## src/rtl/nanorv32_prefetch_q.sv

```systemverilog
// nanorv32_prefetch_q: AHB-Lite instruction prefetch queue with credit-based issue,
// zero-cycle redirect, per-entry PC and bus-error halt.
module nanorv32_prefetch_q #(
  parameter int unsigned DEPTH     = 4,
  parameter logic [31:0] RESET_PC  = 32'h0000_0000,
  parameter logic [31:0] FILL_INST = 32'h0000_006F
) (
  input  logic        clk,
  input  logic        rst_n,
  input  logic        fetch_en,
  input  logic        flush,
  input  logic [31:0] flush_pc,
  output logic        inst_valid,
  input  logic        inst_ready,
  output logic [31:0] inst_data,
  output logic [31:0] inst_pc,
  output logic        inst_err,
  output logic [31:0] haddri,
  output logic        htransi,
  output logic [2:0]  hsizei,
  output logic        hwritei,
  input  logic        hreadyi,
  input  logic [31:0] hrdatai,
  input  logic        hrespi
);
  localparam int unsigned PW = $clog2(DEPTH);
  localparam int unsigned CW = PW + 1;
  typedef struct packed {
    logic [31:0] data;
    logic [31:0] pc;
    logic        err;
  } entry_t;
  entry_t [DEPTH-1:0] mem_q, mem_d;
  logic [31:0]   fetch_pc_q, fetch_pc_d, dp_pc_q, dp_pc_d;
  logic [PW-1:0] rd_ptr_q, rd_ptr_d, wr_ptr_q, wr_ptr_d;
  logic [CW-1:0] count_q, count_d;
  logic          dp_pending_q, dp_pending_d, discard_q, discard_d, halted_q, halted_d;
  logic          accept, complete, push, pop;
  logic [CW:0]   need;
  assign hsizei  = 3'b010;
  assign hwritei = 1'b0;
  always_comb begin
    // an in-flight beat holds a slot, so a full queue can never be overrun
    need         = {1'b0, count_q} + (CW+1)'(dp_pending_q) + (CW+1)'(1);
    htransi      = rst_n & fetch_en & ~halted_q & (need <= (CW+1)'(DEPTH));
    haddri       = flush ? flush_pc : fetch_pc_q;
    accept       = htransi & hreadyi;
    complete     = dp_pending_q & hreadyi;
    push         = complete & ~discard_q & ~flush;
    inst_valid   = count_q != '0;
    pop          = inst_valid & inst_ready & ~flush;
    inst_data    = inst_valid ? mem_q[rd_ptr_q].data : FILL_INST;
    inst_pc      = inst_valid ? mem_q[rd_ptr_q].pc : '0;
    inst_err     = inst_valid & mem_q[rd_ptr_q].err;
    fetch_pc_d   = haddri + (accept ? 32'd4 : 32'd0);
    dp_pc_d      = accept ? haddri : dp_pc_q;
    dp_pending_d = accept | (dp_pending_q & ~hreadyi);
    // a beat stalled across a flush belongs to the old stream and is dropped on arrival
    discard_d    = (flush | discard_q) & dp_pending_q & ~hreadyi;
    halted_d     = ~flush & (halted_q | (push & hrespi));
    wr_ptr_d     = flush ? '0 : wr_ptr_q + PW'(push);
    rd_ptr_d     = flush ? '0 : rd_ptr_q + PW'(pop);
    count_d      = flush ? '0 : count_q + CW'(push) - CW'(pop);
    mem_d        = mem_q;
    if (push) mem_d[wr_ptr_q] = {hrdatai, dp_pc_q, hrespi};
  end
  always_ff @(posedge clk or negedge rst_n) begin
    if (!rst_n) begin
      mem_q        <= '0;
      fetch_pc_q   <= RESET_PC;
      dp_pc_q      <= '0;
      rd_ptr_q     <= '0;
      wr_ptr_q     <= '0;
      count_q      <= '0;
      dp_pending_q <= 1'b0;
      discard_q    <= 1'b0;
      halted_q     <= 1'b0;
    end else begin
      mem_q        <= mem_d;
      fetch_pc_q   <= fetch_pc_d;
      dp_pc_q      <= dp_pc_d;
      rd_ptr_q     <= rd_ptr_d;
      wr_ptr_q     <= wr_ptr_d;
      count_q      <= count_d;
      dp_pending_q <= dp_pending_d;
      discard_q    <= discard_d;
      halted_q     <= halted_d;
    end
  end
endmodule
```

## config.mk

```make
export PLATFORM = sky130hd
export DESIGN_NAME = nanorv32_prefetch_q
export DESIGN_NICKNAME = d
export VERILOG_FILES = /design/src/rtl/nanorv32_prefetch_q.sv
export SDC_FILE = /design/constraint.sdc
export NUM_CORES = 1
export LEC_CHECK = 0
export CORE_UTILIZATION = 47
export DETAILED_ROUTE_END_ITERATION = 10
export PLACE_DENSITY = 0.68
export REMOVE_ABC_BUFFERS = 1
export SLEW_MARGIN = 20
export SYNTH_ARGS = -nofsm -noshare
export SYNTH_HDL_FRONTEND = slang
export SYNTH_SLANG_ARGS = --single-unit
```

## constraint.sdc

```tcl
create_clock -name clk -period 4.41 [get_ports clk]
set_input_delay 0.882 -clock clk [delete_from_list [all_inputs] [get_ports clk]]
set_output_delay 0.882 -clock clk [all_outputs]
set_load 0.01 [all_outputs]
```

==> out/results.ini, run 1 <==
[critical_path]
cp-end-kind = output pin
startpoint_type = register
cp_max_fo = 27
crit_type = register to output pin
required_ps = 3530
worstPathArrival_ps = 2960

[outcome]
outcome = finished, final reports clean

[power]
leakagePower_nw = 9.13
power_per_cell_area_mw_per_mm2 = 487
power.total_mw = 9.47
vdd_drop_max_uv = 228

[layout]
multi_input_area_sq_mm = 0.00718
final_core_util = 0.578
stdcell_count = 1735
seq_area_sq_mm = 0.00837
fill_cells = 2667
num_antenna_cells = 0
area_growth_pct = 20.7
stdcell_area_sq_mm = 0.0194
fin_nets = 1341
drive_above_1_share = 0.358

[floorplan]
die_h_microns = 187
die_x_microns = 187
initial_core_util = 0.479
die_area_sq_mm = 0.0350
num_rows = 67
ios = 174
core-area_sq_mm = 0.0336

[routing]
ant_nets = 0
drc = 0
drtIter0Drc = 550
vias = 9419
wire_per_inst_microns = 20.6
avgViaCountPerCell = 5.43
routed_wirelength_mm = 35.8
drt_pass1_iterations = 4

[cts]
ctsResizeCount = 0
numCtsBuffers = 37
cts_hold_buf = 0
path_clk_slew_ps = 60
post-cts-setup-buffers = 0
clock_path_buffers = 3
insertion_delay_ps = 520
h-tree-depth = 2
cts_root_buf = clkbuf_16
cts_tree = yes
clkSinkCount = 334

[synth]
yosys_warnings = 0
synth.area.top_cells = dfrtp_1, mux2_2, mux2_4, mux4_2, and2_1
ys_ff_latch = 334
synth_edf_count = 0
ys_seq_area_frac = 0.519
async_flop_share = 1.00
syn_area_sq_mm = 0.0161
synth.top_cell.area_share = 0.519
ys_top_cells_by_count = dfrtp_1, mux2_2, mux2_4
ys_types = 56
synth-main-ff-cell = dfrtp_1
yosys.area.top_type = dfrtp_1
synth_most_common_cell = dfrtp_1
syn_inst = 1092
syn_area_per_cell_sq_um = 14.8

[sta]
hold_viol = 0
whs_ps = 222
finalSetupViolCount = 0
max_freq_ghz = 0.260
final_max_slew_viol_count = 0
worst_slew_pin_slew_ps = 1030
finalWorstSetupSlack_ps = 566
setup_tns_ps = 0
post-route-period-util = 0.872
max_slew_margin = 0.315
finalClockSkew_ps = 23.8
grt_setup_unrepaired = false
fin_crit_ps = 3840

[placed_design]
dpl.hpwl_mm = 23.0
gp_congestion = 0.821
numPortBuffers = 169
place_inst = 1668
dpl-instance-area_sq_mm = 0.0182
dp_slack_ps = 735

[hold_path]
min_path_type = primary input to asynchronous set/reset pin

[global_routing]
antenna_found_initial = 0
grt_start_max_net_pins = 180
grt_usage = 0.211
grt.met2_usage = 0.335
grt_pass1_vias = 10300
grt_util_met1 = 0.305
grt_pass1_wl_mm = 58.2
met3_usage = 0.0317
grt.overflow.total = 0
busiest_layer = met2

[run]
max_cap_viol_count = 0

## power breakdown
| group | internal [mW] | total, mW | leakage (nW) | switching (mW) |
|---|---|---|---|---|
| clock | 1.82 | 3.03 | 0.593 | 1.22 |
| sequential | 3.58 | 3.97 | 4.43 | 0.395 |
| combinational | 1.46 | 2.47 | 4.10 | 1.00 |
| total | 6.86 | 9.47 | 9.13 | 2.61 |
## cells in the final DEF (no fill, tap or decap), types with 31 or more instances in the layout
master and n:
dfrtp_1 332, mux2_2 170, clkdlybuf4s50_1 167, mux2_4 100, mux4_2 65, and2_1 59, nand2_1 48, clkbuf_16 38
inv_1 37, xnor2_1 31
## metal layers
| metal | part of all wire | up-vias |
|---|---|---|
| li1 | - | 4237 |
| met1 | 0.47 | 4911 |
| met2 | 0.47 | 217 |
| met3 | 0.045 | 54 |
| met4 | 0.019 | 0 |
| met5 | 0 | - |
## flip-flops by register name (all words and copies together) (netlist names), named ones only
signal and cells:
mem_q 260, halted_q 1, wr_ptr_q 2, dp_pc_q 32, rd_ptr_q 2, fetch_pc_q 32, discard_q 1, count_q 3
## worst max-delay path, cell delays in order, from the launching register on
cell	delay [ps]
dfrtp_4	830
buf_4	360
mux4_2	530
and2_1	220
clkdlybuf4s50_1	490
## kinds of logic after synthesis
kind of cell             count (synthesis)  share of synthesized area
adder cells (fa/ha/maj)                 11                    0.00901
XOR/XNOR                                32                     0.0174
other                                    2                   0.000466
AND/OR/NAND/NOR                        194                     0.0742
buffers and inverters                  108                     0.0383
flip-flops                             334                      0.519
multiplexers                           356                      0.316
AO/OA/AOI/OAI                           55                     0.0262
## final cells by class
cell class | instances | area share
well taps | 448 | 0.0288
flip-flops and latches | 334 | 0.430
multi-input cells | 652 | 0.369
clock inverters | 9 | 0.00444
inverters | 39 | 0.00753
clock buffers | 58 | 0.0579
repair buffers | 195 | 0.102
## worst paths after layout
| kind | to | slack [ps] | start | depth (start not counted) |
|---|---|---|---|---|
| max | inst_pc[27] | 570 | rd_ptr_q[0] | 4 |
| min | mem_q[105] | 220 | rst_n | 1 |
| max reg2reg | fetch_pc_q[22] | 1280 | register | 15 |
| min reg2reg | discard_q | 500 | discard_q | 2 |
| max in group asynchronous | mem_q[155] | 2300 | rst_n | 3 |
| min in group clk | discard_q | 500 | discard_q | 2 |
Power figures use the tool's default switching activity.
==> run 2, diff against run 1 <==
- CTS_CLUSTER_SIZE: not set -> 10
==> out/results.ini, run 2 (synthesized netlist as in run 1, its figures left out) <==
[power]
power_per_cell_area_mw_per_mm2 = 483  ; was 487 mW/mm^2
switching_share = 0.276  ; about the same
p_clk_frac = 0.309  ; was 0.320
pwr-share-seq = 0.426  ; was 0.419
leakagePower_nw = 9.07  ; was 9.13 nW
vdd_drop_max_uv = 262  ; was 228 uV
p_comb_frac = 0.264  ; was 0.261
internal_power_mw = 6.75  ; was 6.86 mW
switchingPower_mw = 2.58  ; was 2.61 mW

[global_routing]
grt_start_max_net_pins = 180  ; unchanged
antenna_found_initial = 0  ; unchanged
grt_pass1_wl_mm = 58.7  ; was 58.2 mm
grt.overflow.total = 0  ; unchanged
grt_usage = 0.214  ; was 0.211
grt_pass1_vias = 10300  ; about the same

[sta]
fin_crit_ps = 3860  ; was 3840 ps
max_freq_ghz = 0.259  ; was 0.260 GHz
finalWorstSetupSlack_ps = 552  ; was 566 ps
grt_setup_unrepaired = false  ; unchanged
worst_slew_pin_slew_ps = 1020  ; was 1030 ps
max_slew_margin = 0.321  ; was 0.315
final_max_slew_viol_count = 0  ; unchanged
hold_viol = 0  ; unchanged
finalClockSkew_ps = 15.6  ; was 23.8 ps
post-route-period-util = 0.875  ; was 0.872
finalSetupViolCount = 0  ; unchanged

[routing]
ant_nets = 0  ; unchanged
drt_pass1_iterations = 4  ; unchanged
routed_wirelength_mm = 36.2  ; was 35.8 mm
drtIter0Drc = 530  ; was 550
wire_per_inst_microns = 21.0  ; was 20.6 microns
vias = 9369  ; was 9,419
drc = 0  ; unchanged
avgViaCountPerCell = 5.44  ; was 5.43

[layout]
top_regs = mem_q (260), dp_pc_q (32), fetch_pc_q (32)  ; unchanged
area_growth_pct = 20.0  ; was 20.7%
layout_commonest_cell = dfrtp_1  ; unchanged
regMostFlops = mem_q  ; unchanged
stdcell_area_sq_mm = 0.0193  ; was 0.0194 sq mm
num_antenna_cells = 0  ; unchanged
largest_reg_flops = 260  ; unchanged
fin_nets = 1344  ; was 1,341
drive_above_1_share = 0.353  ; was 0.358
final_core_util = 0.575  ; was 0.578
fill_cells = 2674  ; was 2,667
final_cell_mix = dfrtp_1, mux2_2, clkdlybuf4s50_1, mux2_4, mux4_2  ; unchanged

[floorplan]
die_h_microns = 187  ; unchanged
die_x_microns = 187  ; unchanged
initial_core_util = 0.479  ; unchanged
die_area_sq_mm = 0.0350  ; unchanged
core-area_sq_mm = 0.0336  ; unchanged
num_rows = 67  ; unchanged
ios = 174  ; unchanged

[cts]
clkSinkCount = 334  ; unchanged
post-cts-setup-buffers = 0  ; unchanged
numCtsBuffers = 40  ; was 37
insertion_delay_ps = 520  ; about the same
cts_tree = yes  ; unchanged
h-tree-depth = 2  ; unchanged
ctsResizeCount = 0  ; unchanged
clock_path_buffers = 3  ; unchanged
cts_root_buf = clkbuf_16  ; unchanged
path_clk_slew_ps = 50  ; was 60 ps
cts_hold_buf = 0  ; unchanged

[placed_design]
dpl-instance-area_sq_mm = 0.0182  ; unchanged
dp_slack_ps = 735  ; unchanged
gp_congestion = 0.821  ; unchanged
numPortBuffers = 169  ; unchanged
dpl.hpwl_mm = 23.0  ; unchanged

[hold_path]
min_path_type = primary input to asynchronous set/reset pin  ; unchanged

[critical_path]
cpMaxStageDelayCell = dfrtp_4  ; unchanged
required_ps = 3530  ; about the same
startpoint_type = register  ; unchanged
worstPathArrival_ps = 2980  ; was 2960 ps
crit_type = register to output pin  ; unchanged
cpPeakStageDelay_ps = 830  ; about the same
cp_cell_sequence = buf_4, mux4_2, and2_1, clkdlybuf4s50_1  ; unchanged
cp-end-kind = output pin  ; unchanged
critPathLaunch = rd_ptr_q[0]  ; unchanged
cp_max_fo = 27  ; unchanged
r2r_start = count_q[0]

[outcome]
outcome = finished, final reports clean  ; unchanged

[run]
max_cap_viol_count = 0  ; unchanged

-- run 2: path summary, 6_finish.rpt --
kind | end | slack [ps] | depth (start not counted)
min reg2reg | discard_q | 500 | 2
min in group clk | discard_q | 500 | 2
max in group asynchronous | mem_q[155] | 2290 | 3
min | mem_q[105] | 220 | 1
max reg2reg | fetch_pc_q[22] | 1280 | 15
max | inst_pc[3] | 550 | 4
-- run 2: cell type report --
type | instances | area, sq um | area share
Timing Repair Buffer | 195 | 1980 | 0.102
Multi-Input combinational cell | 652 | 7180 | 0.372
Clock buffer | 52 | 1100 | 0.0568
Clock inverter | 1 | 5.00 | 0.000259
Sequential cell | 334 | 8370 | 0.433
Inverter | 39 | 146 | 0.00757
Tap cell | 448 | 561 | 0.0290
-- run 2: power groups by stage --
stage	sequential (mW)	combinational, mW	clock [mW]
after floorplan	3.91	1.41	0
after global placement	4.00	2.47	0
after detailed placement	4.03	2.51	0
after CTS	3.98	2.52	2.97
after global routing	4.06	2.69	3.09
final	3.98	2.47	2.89
-- run 2: critical path, delay by kind of cell (launching register included) --
kind	cells	cell delay (ps)
buf+inv	2	840
flops	1	830
mux	1	600
simple gates	1	190
-- run 2: per-stage QoR --
| stage | TNS, ps | cells | hold slack, ps | power (mW) |
|---|---|---|---|---|
| 2_1_floorplan | -207 | 1025 | 454 | 5.32 |
| 3_3_place_gp | 0 | 1668 | 479 | 6.47 |
| 3_5_place_dp | 0 | 1668 | 483 | 6.54 |
| 4_1_cts | 0 | 1721 | 216 | 9.47 |
| 5_1_grt | 0 | 1721 | 232 | 9.84 |
| 6_report | 0 | 1721 | 223 | 9.33 |
-- run 2: per-layer routing --
layer	share of wire	up-vias	global-route usage
met4	0.021	0	0.0586
li1	-	4228	-
met1	0.47	4872	0.306
met3	0.042	49	0.0311
met2	0.47	220	0.343
met5	0	-	0
==> run 3, diff against run 2 <==
- CORE_ASPECT_RATIO: not set -> 1.75
- CTS_CLUSTER_SIZE: 10 -> not set
- SLEW_MARGIN: 20 -> 5
==> out/results.ini, run 3 (synthesized netlist as in run 1, its figures left out) <==
[outcome]
outcome = finished, final reports clean  ; unchanged

[critical_path]
cp_cell_sequence = buf_12, mux4_2, or2_2, clkdlybuf4s50_1  ; was buf_4, mux4_2, and2_1, clkdlybuf4s50_1
required_ps = 3530  ; about the same
worstPathArrival_ps = 2920  ; was 2980 ps
startpoint_type = register  ; unchanged
cpPeakStageDelay_ps = 830  ; about the same
cpMaxStageDelayCell = dfrtp_4  ; unchanged
cp_max_fo = 27  ; unchanged
cp-end-kind = output pin  ; unchanged
crit_type = register to output pin  ; unchanged
path_delay_family = flip-flops  ; was buffers and inverters
cp_num_buf_inv = 2  ; unchanged

[sta]
hold_viol = 0  ; unchanged
max_freq_ghz = 0.263  ; was 0.259 GHz
finalClockSkew_ps = 24.0  ; was 15.6 ps
post-route-period-util = 0.862  ; was 0.875
finalSetupViolCount = 0  ; unchanged
grt_setup_unrepaired = false  ; unchanged
fin_crit_ps = 3800  ; was 3860 ps
worst_slew_pin_slew_ps = 957  ; was 1020 ps
final_max_slew_viol_count = 0  ; unchanged
max_slew_margin = 0.362  ; was 0.321
finalWorstSetupSlack_ps = 608  ; was 552 ps
whs_ps = 226  ; was 223 ps

[layout]
largest_reg_flops = 260  ; unchanged
fill_cells = 2707  ; was 2,674
layout_commonest_cell = dfrtp_1  ; unchanged
final_cell_mix = dfrtp_1, mux2_2, clkdlybuf4s50_1, mux2_4, mux4_2  ; unchanged
multi_input_area_sq_mm = 0.00718  ; unchanged
regMostFlops = mem_q  ; unchanged
stdcell_count = 1736  ; was 1,721
drive_above_1_share = 0.354  ; was 0.353
top_regs = mem_q (260), dp_pc_q (32), fetch_pc_q (32)  ; unchanged
stdcell_area_sq_mm = 0.0194  ; was 0.0193 sq mm
num_antenna_cells = 0  ; unchanged
seq_area_sq_mm = 0.00837  ; unchanged
area_growth_pct = 20.5  ; was 20.0%
fin_nets = 1338  ; was 1,344

[cts]
clkSinkCount = 334  ; unchanged
insertion_delay_ps = 530  ; was 520 ps
path_clk_slew_ps = 60  ; was 50 ps
numCtsBuffers = 35  ; was 40
cts_hold_buf = 0  ; unchanged
ctsResizeCount = 0  ; unchanged
post-cts-setup-buffers = 0  ; unchanged
cts_tree = yes  ; unchanged
h-tree-depth = 2  ; unchanged
cts_root_buf = clkbuf_16  ; unchanged
clock_path_buffers = 3  ; unchanged

[power]
power_per_cell_area_mw_per_mm2 = 484  ; was 483 mW/mm^2
power.total_mw = 9.40  ; was 9.33 mW
leakagePower_nw = 9.10  ; was 9.07 nW
vdd_drop_max_uv = 295  ; was 262 uV

[run]
max_cap_viol_count = 0  ; unchanged

[floorplan]
ios = 174  ; unchanged
die_x_microns = 142  ; was 187 microns
num_rows = 89  ; was 67
die_area_sq_mm = 0.0351  ; was 0.0350 sq mm
core-area_sq_mm = 0.0337  ; was 0.0336 sq mm
initial_core_util = 0.478  ; was 0.479
die_h_microns = 247  ; was 187 microns

[global_routing]
grt_usage = 0.221  ; was 0.214
grt.overflow.total = 0  ; unchanged
grt_pass1_wl_mm = 59.1  ; was 58.7 mm
grt_pass1_vias = 10500  ; was 10,300
antenna_found_initial = 0  ; unchanged
grt_start_max_net_pins = 172  ; was 180

[placed_design]
gp_congestion = 0.846  ; was 0.821
dp_slack_ps = 751  ; was 735 ps
dpl.hpwl_mm = 24.3  ; was 23.0 mm
dpl-instance-area_sq_mm = 0.0183  ; was 0.0182 sq mm
numPortBuffers = 169  ; unchanged
place_inst = 1674  ; was 1,668

[routing]
routed_wirelength_mm = 36.5  ; was 36.2 mm
ant_nets = 0  ; unchanged
wire_per_inst_microns = 21.0  ; about the same
drt_pass1_iterations = 6  ; was 4
avgViaCountPerCell = 5.38  ; was 5.44
drtIter0Drc = 296  ; was 530
drc = 0  ; unchanged
vias = 9336  ; was 9,369

[hold_path]
min_path_type = primary input to asynchronous set/reset pin  ; unchanged

[run 3: report_power, final]
part | internal, mW | switching, mW | leakage (nW)
clock network | 1.71 | 1.23 | 0.552
registers | 3.58 | 0.406 | 4.43
logic | 1.48 | 1.01 | 4.12
total | 6.76 | 2.65 | 9.10
[run 3: final timing paths]
kind                                  start             end  slack (ps)  depth (start not counted)
worst max-delay path            rd_ptr_q[0]    inst_data[6]         610                          4
worst min-delay path                  rst_n      mem_q[136]         230                          1
worst max register to register   count_q[0]  fetch_pc_q[22]        1240                         15
worst min register to register     halted_q        halted_q         490                          2
max in group asynchronous             rst_n      mem_q[111]        2890                          2
min in group clk                   halted_q        halted_q         490                          2
[run 3: stage by stage]
stage / setup TNS (ps) / utilization
finish: 0 / 0.576
global route: 0 / 0.576
CTS: 0 / 0.576
detailed placement: 0 / 0.542
global placement: 0 / 0.542
floorplan: -207 / -
[run 3: area by class of cell]
| cell class | count | area share |
|---|---|---|
| multi-input cells | 652 | 0.370 |
| flip-flops and latches | 334 | 0.431 |
| repair buffers | 194 | 0.104 |
| well taps | 455 | 0.0293 |
| inverters | 39 | 0.00754 |
| clock inverters | 11 | 0.00728 |
| clock buffers | 51 | 0.0513 |
[run 3: routing by layer]
metal	up-vias	track usage	share of wire
met5	-	0	0
met4	0	0.0816	0.033
met3	73	0.0256	0.031
met2	197	0.405	0.54
met1	4856	0.265	0.40
li1	4210	-	-
